===== src/rtl/div_8bits_seq.sv =====
// Iterative restoring divider producing one quotient bit per clock, signed or unsigned.
// Optional divide-by-zero detection is enabled by defining DIV_BYZERO_EN.
module div_8bits_seq #(
  parameter int WIDTH = 8
) (
  input  logic             clk,
  input  logic             rst,
  input  logic             Start,
  input  logic [WIDTH-1:0] A,
  input  logic [WIDTH-1:0] B,
  input  logic             Signed,
  output logic             Busy,
  output logic             Done,
  output logic [WIDTH-1:0] Quot,
  output logic [WIDTH-1:0] Rem,
  output logic             DivZero
);

  localparam int CW = (WIDTH > 2) ? $clog2(WIDTH) : 1;
  localparam logic [CW-1:0]    CNT_LAST = CW'(WIDTH - 1);
  localparam logic [CW-1:0]    CNT_ONE  = CW'(1);
  localparam logic [WIDTH-1:0] ONE_W    = WIDTH'(1);

  typedef enum logic [1:0] {
    IDLE = 2'd0,
    CALC = 2'd1,
    FIN  = 2'd2
  } state_t;

  state_t           state_r, state_s;
  logic             accept_s;
  logic [WIDTH-1:0] d_r;
  logic [WIDTH-1:0] q_r;
  logic [WIDTH-1:0] r_r;
  logic [CW-1:0]    cnt_r;
  logic             neg_q_r, neg_r_r;
  logic             busy_r, done_r;
  logic [WIDTH-1:0] quot_r, rem_r;
  logic [WIDTH:0]   shift_s;
  logic [WIDTH-1:0] diff_s;
  logic             ge_s;
`ifdef DIV_BYZERO_EN
  localparam logic [WIDTH-1:0] ZERO_W = '0;
  logic             byzero_s;
  logic             dz_op_r;
  logic             dz_r;
  logic [WIDTH-1:0] a_raw_r;
`endif

  // Two's-complement negate; 0x80 maps onto itself and is then read as unsigned 128.
  function automatic logic [WIDTH-1:0] neg_w(input logic [WIDTH-1:0] v);
    neg_w = (~v) + ONE_W;
  endfunction

  function automatic logic [WIDTH-1:0] mag(input logic [WIDTH-1:0] v, input logic use_sign);
    if (use_sign && v[WIDTH-1]) begin
      mag = neg_w(v);
    end else begin
      mag = v;
    end
  endfunction

  // State register.
  always_ff @(posedge clk) begin
    if (rst) begin
      state_r <= IDLE;
    end else begin
      state_r <= state_s;
    end
  end

  // Next-state logic and start acceptance.
  always_comb begin
    state_s  = state_r;
    accept_s = 1'b0;
`ifdef DIV_BYZERO_EN
    byzero_s = 1'b0;
`endif
    case (state_r)
      IDLE: begin
        if (Start) begin
          accept_s = 1'b1;
`ifdef DIV_BYZERO_EN
          if (B == ZERO_W) begin
            byzero_s = 1'b1;
            state_s  = FIN;
          end else begin
            state_s  = CALC;
          end
`else
          state_s = CALC;
`endif
        end else begin
          state_s = IDLE;
        end
      end
      CALC: begin
        if (cnt_r == CNT_LAST) begin
          state_s = FIN;
        end else begin
          state_s = CALC;
        end
      end
      FIN:     state_s = IDLE;
      default: state_s = IDLE;
    endcase
  end

  // Trial subtraction: the shifted remainder needs WIDTH+1 bits; a successful result fits WIDTH.
  always_comb begin
    shift_s = {r_r, q_r[WIDTH-1]};
    ge_s    = (shift_s >= {1'b0, d_r});
    diff_s  = shift_s[WIDTH-1:0] - d_r;
  end

  // Operand capture, iteration, sign fix-up and result registers.
  always_ff @(posedge clk) begin
    if (rst) begin
      d_r     <= '0;
      q_r     <= '0;
      r_r     <= '0;
      cnt_r   <= '0;
      neg_q_r <= 1'b0;
      neg_r_r <= 1'b0;
      busy_r  <= 1'b0;
      done_r  <= 1'b0;
      quot_r  <= '0;
      rem_r   <= '0;
`ifdef DIV_BYZERO_EN
      dz_op_r <= 1'b0;
      dz_r    <= 1'b0;
      a_raw_r <= '0;
`endif
    end else begin
      case (state_r)
        IDLE: begin
          done_r <= 1'b0;
          if (accept_s) begin
            d_r     <= mag(B, Signed);
            q_r     <= mag(A, Signed);
            r_r     <= '0;
            cnt_r   <= '0;
            neg_q_r <= Signed & (A[WIDTH-1] ^ B[WIDTH-1]);
            neg_r_r <= Signed & A[WIDTH-1];
            busy_r  <= 1'b1;
`ifdef DIV_BYZERO_EN
            dz_op_r <= byzero_s;
            dz_r    <= 1'b0;
            a_raw_r <= A;
`endif
          end else begin
            busy_r <= 1'b0;
          end
        end
        CALC: begin
          r_r   <= ge_s ? diff_s : shift_s[WIDTH-1:0];
          q_r   <= {q_r[WIDTH-2:0], ge_s};
          cnt_r <= cnt_r + CNT_ONE;
        end
        FIN: begin
          done_r <= 1'b1;
          busy_r <= 1'b0;
`ifdef DIV_BYZERO_EN
          if (dz_op_r) begin
            quot_r <= '1;
            rem_r  <= a_raw_r;
            dz_r   <= 1'b1;
          end else begin
            quot_r <= neg_q_r ? neg_w(q_r) : q_r;
            rem_r  <= neg_r_r ? neg_w(r_r) : r_r;
          end
`else
          quot_r <= neg_q_r ? neg_w(q_r) : q_r;
          rem_r  <= neg_r_r ? neg_w(r_r) : r_r;
`endif
        end
        default: begin
          busy_r <= 1'b0;
          done_r <= 1'b0;
        end
      endcase
    end
  end

  assign Busy = busy_r;
  assign Done = done_r;
  assign Quot = quot_r;
  assign Rem  = rem_r;
`ifdef DIV_BYZERO_EN
  assign DivZero = dz_r;
`else
  assign DivZero = 1'b0;
`endif

endmodule


===== config.mk =====
export PLATFORM = sky130hd
export DESIGN_NAME = div_8bits_seq
export DESIGN_NICKNAME = d
export VERILOG_FILES = /design/src/rtl/div_8bits_seq.sv
export SDC_FILE = /design/constraint.sdc
export NUM_CORES = 1
export LEC_CHECK = 0
export BUFFER_PORTS_ARGS = -buffer_cell sky130_fd_sc_hd__buf_4
export CORE_MARGIN = 2
export CORE_UTILIZATION = 40
export CTS_BUF_LIST = sky130_fd_sc_hd__clkbuf_2
export CTS_CLUSTER_DIAMETER = 30
export DETAILED_ROUTE_END_ITERATION = 10
export PLACE_DENSITY = 0.66
export REMOVE_ABC_BUFFERS = 1
export SYNTH_ARGS = -nofsm -noshare
export SYNTH_HDL_FRONTEND = slang
export SYNTH_SLANG_ARGS = --single-unit

===== constraint.sdc =====
create_clock -name clk -period 2.2 [get_ports clk]
set_clock_uncertainty 0.05 [all_clocks]
set_input_delay 0 -clock clk [delete_from_list [all_inputs] [get_ports clk]]
set_output_delay 0 -clock clk [all_outputs]
set_load 0.03 [all_outputs]

**After elaboration in Yosys (flattened, before gate mapping)**

Cells that the tools add are included.

- Add/subtract/negate cells: 6
- $lt $le $gt $ge: 1
- Equal/unequal tests: 4
- Multiplexer cells: 19
- Bitwise operators: 7
- Reductions and logical operators: 6

Operators with widths:

| operator | number |
|---|---|
| $mux 8 | 7 |
| $add 8x1->8 const B | 4 |
| $not 8->8 | 4 |
| $pmux 8 s2 | 2 |
| $ge 9x8->1 | 1 |
| $sub 8x8->8 | 1 |
| $pmux 3 s2 | 1 |
| $mux 1 | 4 |
| $pmux 1 s2 | 2 |
| $pmux 2 s2 | 1 |
| $reduce_and 2->1 | 2 |
| $add 3x1->3 const B | 1 |
| $eq 3x3->1 const B | 1 |
| $mux 3 | 1 |
| $and 1x1->1 | 2 |
| $eq 2x1->1 const B | 1 |
| $eq 2x2->1 const B | 1 |
| $logic_and 1x1->1 | 2 |
| $logic_not 2->1 | 1 |
| $mux 2 | 1 |
| $ne 2x2->1 const B | 1 |
| $reduce_bool 2->1 | 1 |
| $xor 1x1->1 | 1 |

- Register bits after elaboration: 49
- Output and inout bits: 19

**Depth between registers and ports, before layout**

- Depth in word-level cells: 5
- Mapped depth: 9
- Gate-level depth less buffers: 9

**Worst setup path before layout**

OpenSTA, ideal clock, no wires.

- Kind: reg-to-reg
- Start: register q_r[7]
- End: register r_r[6]
- Setup time: 0.125 ns
- Arrival: 1.735 ns
- Data required time: 2.025 ns
- Path slack: 0.290 ns
- Cell stages (with the launch flop): 10
- Period minus slack after synthesis: 1.910 ns
- Path through: dfxtp_1 > inv_1 > ha_1 > inv_1 > fa_1 > a211oi_1 > o21bai_1 > a21oi_1 > xor2_1 > o21ai_0

- Cells in the longest elaborated chain, start to end: 3
- Elaborated cells on any way between the ends: 4
- Those cells by class: add/sub (1); order compare (1); mux (2)

RTL lines:

| what | RTL line | RTL |
|---|---|---|
| start: declaration | 33 | `logic [WIDTH-1:0] q_r;` |
| start signal: assignment | 140 | `q_r <= mag(A, Signed);` |
| start signal: assignment | 157 | `q_r <= {q_r[WIDTH-2:0], ge_s};` |
| $sub 8x8->8 / $ge 9x8->1 (equally long branches) | 113, 112 |  |
| $mux 8 * | 156 | `r_r <= ge_s ? diff_s : shift_s[WIDTH-1:0];` |
| $pmux 8 s2 * | 135 | `case (state_r)` |
| end signal: assignment | 156 |  |
| end: declaration | 34 | `logic [WIDTH-1:0] r_r;` |

Every way passes the cells marked *; elsewhere a longest branch is shown, timed or not.
A chain may end at the register's enable or synchronous reset.

**Worst setup path after layout**

Ends and elaborated chain as after synthesis.

==> flow_summary_export.csv <==
group,metric,value,unit
placed_design,gp_congestion,0.803,
cts,cts_root_buf,"clkbuf_2",
yosys,yosysTopAreaCellShare,0.360,
global_route,grt_pass1_vias,2249,
yosys,synth_edf_count,0,
cts,tritoncts,"yes",
final_layout,area_delta_synth_final,29.1,%
final_layout,layout.cells.non_filler,478,
critical_path,reg2reg_setup_slack,0.14,ns
final_layout,nNetsFinal,432,
sta,slew_violations,0,
floorplanning,die_w,86.6,um
run_status,status,"finished clean",
floorplanning,initial_core_util,0.408,
global_route,antenna_found_initial,0,
placed_design,io_buffer_count,37,
yosys,synth.most_common_cell,"dfxtp_1",
cts,cts_buffers,5,
route,drc,0,
placed_design,placedCellCount,440,
power,internal-power,1.55,mW
floorplanning,fp.coreArea,6680,um^2
critical_path,critical_path_class,"reg2reg",
critical_path,critPathCaptureType,"flip-flop",
power,vdd_drop_max,0.293,mV
cts,ctsHtreeMaxLevel,2,
route,drtPass1Iterations,5,
job,maxCapViolations,0,
yosys,yosys.area.top_type,"dfxtp_1",
sta,fmax,486,MHz
sta,tightest_slew,0.579,ns
cts,path_clk_slew,0.26,ns
global_route,grt-ovfl-total,0,
final_layout,antenna_cells,0,
sta,hold_viol,0,
global_route,gr-usage-all-layers,0.169,
final_layout,drive_above_1_share,0.166,
sta,setup_violations,0,
yosys,synth.avg_cell_area,8.27,um^2
yosys,synth_cells,330,
route,via_per_inst,5.16,
yosys,ys_top_cells_by_count,"dfxtp_1, nor2_1, nand2_1, inv_1, a211oi_1",
power,combPwrFrac,0.286,
global_route,grt_pass1_wl,10.3,mm
sta,rsz0062_at_grt,"yes",
power,p_total,2.25,mW
critical_path,startpoint_type,"flip-flop",
critical_path,required,2.52,ns
yosys,synthesis.area,2730,um^2
critical_path,critPathArrivalTime,2.38,ns
power,seqPwrFrac,0.437,
yosys,ys_ff_latch,49,
sta,fin_crit_sh,0.936,
floorplanning,die_area,7500,um^2
power,switching_power,0.699,mW
sta,fin_setup_tns,0,ns
power,swShare,0.311,
critical_path,critPathMaxStageDelay,0.41,ns
yosys,ys_types,43,
power,p_leak,1.42,nW
route,vias,2468,
yosys,seq_area_frac_synth,0.360,
global_route,grt_max_degree,44,
yosys,synth_area_leaders,"dfxtp_1, ha_1, nor2_1",
critical_path,cp_cell_sequence,"inv_1, ha_2, inv_1, fa_1, a211oi_2, o21bai_1, a21oi_1, xor2_1, o21ai_0",
floorplanning,fp.dieH,86.6,um
sta,relSlewSlack,0.613,
floorplanning,ios,39,
hold_path,min_path_type,"in2reg",
route,wl,6.12,mm
final_layout,fill_cells,657,
route,post_drt_wl_per_cell,12.8,um
power,pwr-share-clk,0.277,
floorplanning,num_rows,30,
cts,clock-sinks,49,
yosys,synth_warnings,0,
critical_path,critPathMaxFanout,4,
cts,postCtsSetupBuffers,0,
route,drt_iter0_drc,177,
route,ant_nets,0,
critical_path,crit_top_cell,"inv_1",
power,power_density,638,nW/um^2
cts,ctsLongestPathBuffers,2,
cts,clk_latency,0.45,ns
yosys,yosys_most_used_dff,"dfxtp_1",
critical_path,critPathSlowestCell,"fa_1",
yosys,async_flop_share,0,
sta,finalCriticalPeriod,2.06,ns
placed_design,dp_hpwl,4.32,mm
cell usage in the layout, fill, tap and decap left out, types with 8 or more instances in the layout:
cell / count
dfxtp_1: 48
buf_4: 47
nor2_1: 46
dlygate4sd3_1: 30
nand2_1: 26
inv_1: 21
a211oi_1: 19
a21oi_1: 17
xor2_1: 17
o21ai_0: 13
ha_1: 13
xnor2_1: 10
mux2i_1: 8
state kept, by name, summed over array words and instances (netlist names), 2 cells and up:
name	count
d_r	8
q_r	8
r_r	8
Rem	8
cnt_r	3
state_r	2
Quot	8
worst max-delay path: cells and delay by family, from the launching register on:
| family | cells | cell delay, ns |
|---|---|---|
| fa+ha+maj | 2 | 0.62 |
| xor+xnor | 1 | 0.15 |
| flops | 1 | 0.37 |
| buf+inv | 2 | 0.17 |
| compound gates | 4 | 0.61 |
timing repair:
action / 4_1_cts / 5_1_grt
setup endpoints to repair: 0 / 5
resized for setup: 0 / 5
hold buffers: 32 / 0
endpoints found under the hold margin: 40 / 0
stage by stage:
| stage | utilization | hold slack [ns] | instance area, um^2 | setup slack, ns |
|---|---|---|---|---|
| final | 0.527 | 0.177 | 3520 | 0.141 |
| after global routing | 0.527 | 0.205 | 3520 | -0.0227 |
| after CTS | 0.528 | 0.172 | 3530 | 0.0714 |
| after detailed placement | 0.466 | 0.234 | 3110 | 0.0816 |
| after global placement | 0.466 | 0.237 | 3110 | 0.180 |
| after floorplan | - | 0.0191 | 2660 | 0.290 |
path summary, 6_finish.rpt:
path | depth (start not counted) | from | end
worst max-delay path | 9 | q_r[7]$_SDFFE_PP0P_ | r_r[6]$_SDFFE_PP0P_
worst min-delay path | 6 | A[4] | q_r[5]$_SDFFE_PP0P_
worst max register to register | 9 | q_r[7]$_SDFFE_PP0P_ | r_r[6]$_SDFFE_PP0P_
worst min register to register | 2 | Rem[0]$_SDFFE_PP0P_ | Rem[0]$_SDFFE_PP0P_
layer usage:
layer  vias up  share of wire  track usage
met4         0         0.0088       0.0412
met3         7          0.042       0.0276
met2        52           0.48        0.276
met1      1107           0.47        0.233
met5         -              0            0
li1       1302              -            -
power by group through the flow:
stage	clock (mW)	combinational, mW	sequential [mW]
global placement	0	0.576	0.996
global route	0.663	0.719	0.989
floorplan	0	0.429	0.989
finish	0.624	0.642	0.982
CTS	0.634	0.639	0.981
detailed placement	0	0.586	0.998
logic make-up (layout without fill, tap and decap cells):
group | Yosys count | count (layout) | synth area share
AND/OR/NAND/NOR | 104 | 104 | 0.168
AO/OA/AOI/OAI | 87 | 87 | 0.225
flip-flops | 49 | 49 | 0.360
buffers and inverters | 38 | 106 | 0.0546
XOR/XNOR | 27 | 27 | 0.0867
adder cells (fa/ha/maj) | 15 | 15 | 0.0716
multiplexers | 9 | 9 | 0.0335
other | 1 | 1 | 0.00137
layout make-up:
class	count	area, um^2	share of cell area
Multi-Input combinational cell	243	1610	0.458
Sequential cell	49	982	0.279
Timing Repair Buffer	77	653	0.185
Tap cell	80	100	0.0284
Inverter	21	78.8	0.0224
Clock inverter	3	68.8	0.0195
Clock buffer	5	25.0	0.00710
(Power assumes the default switching activity.)
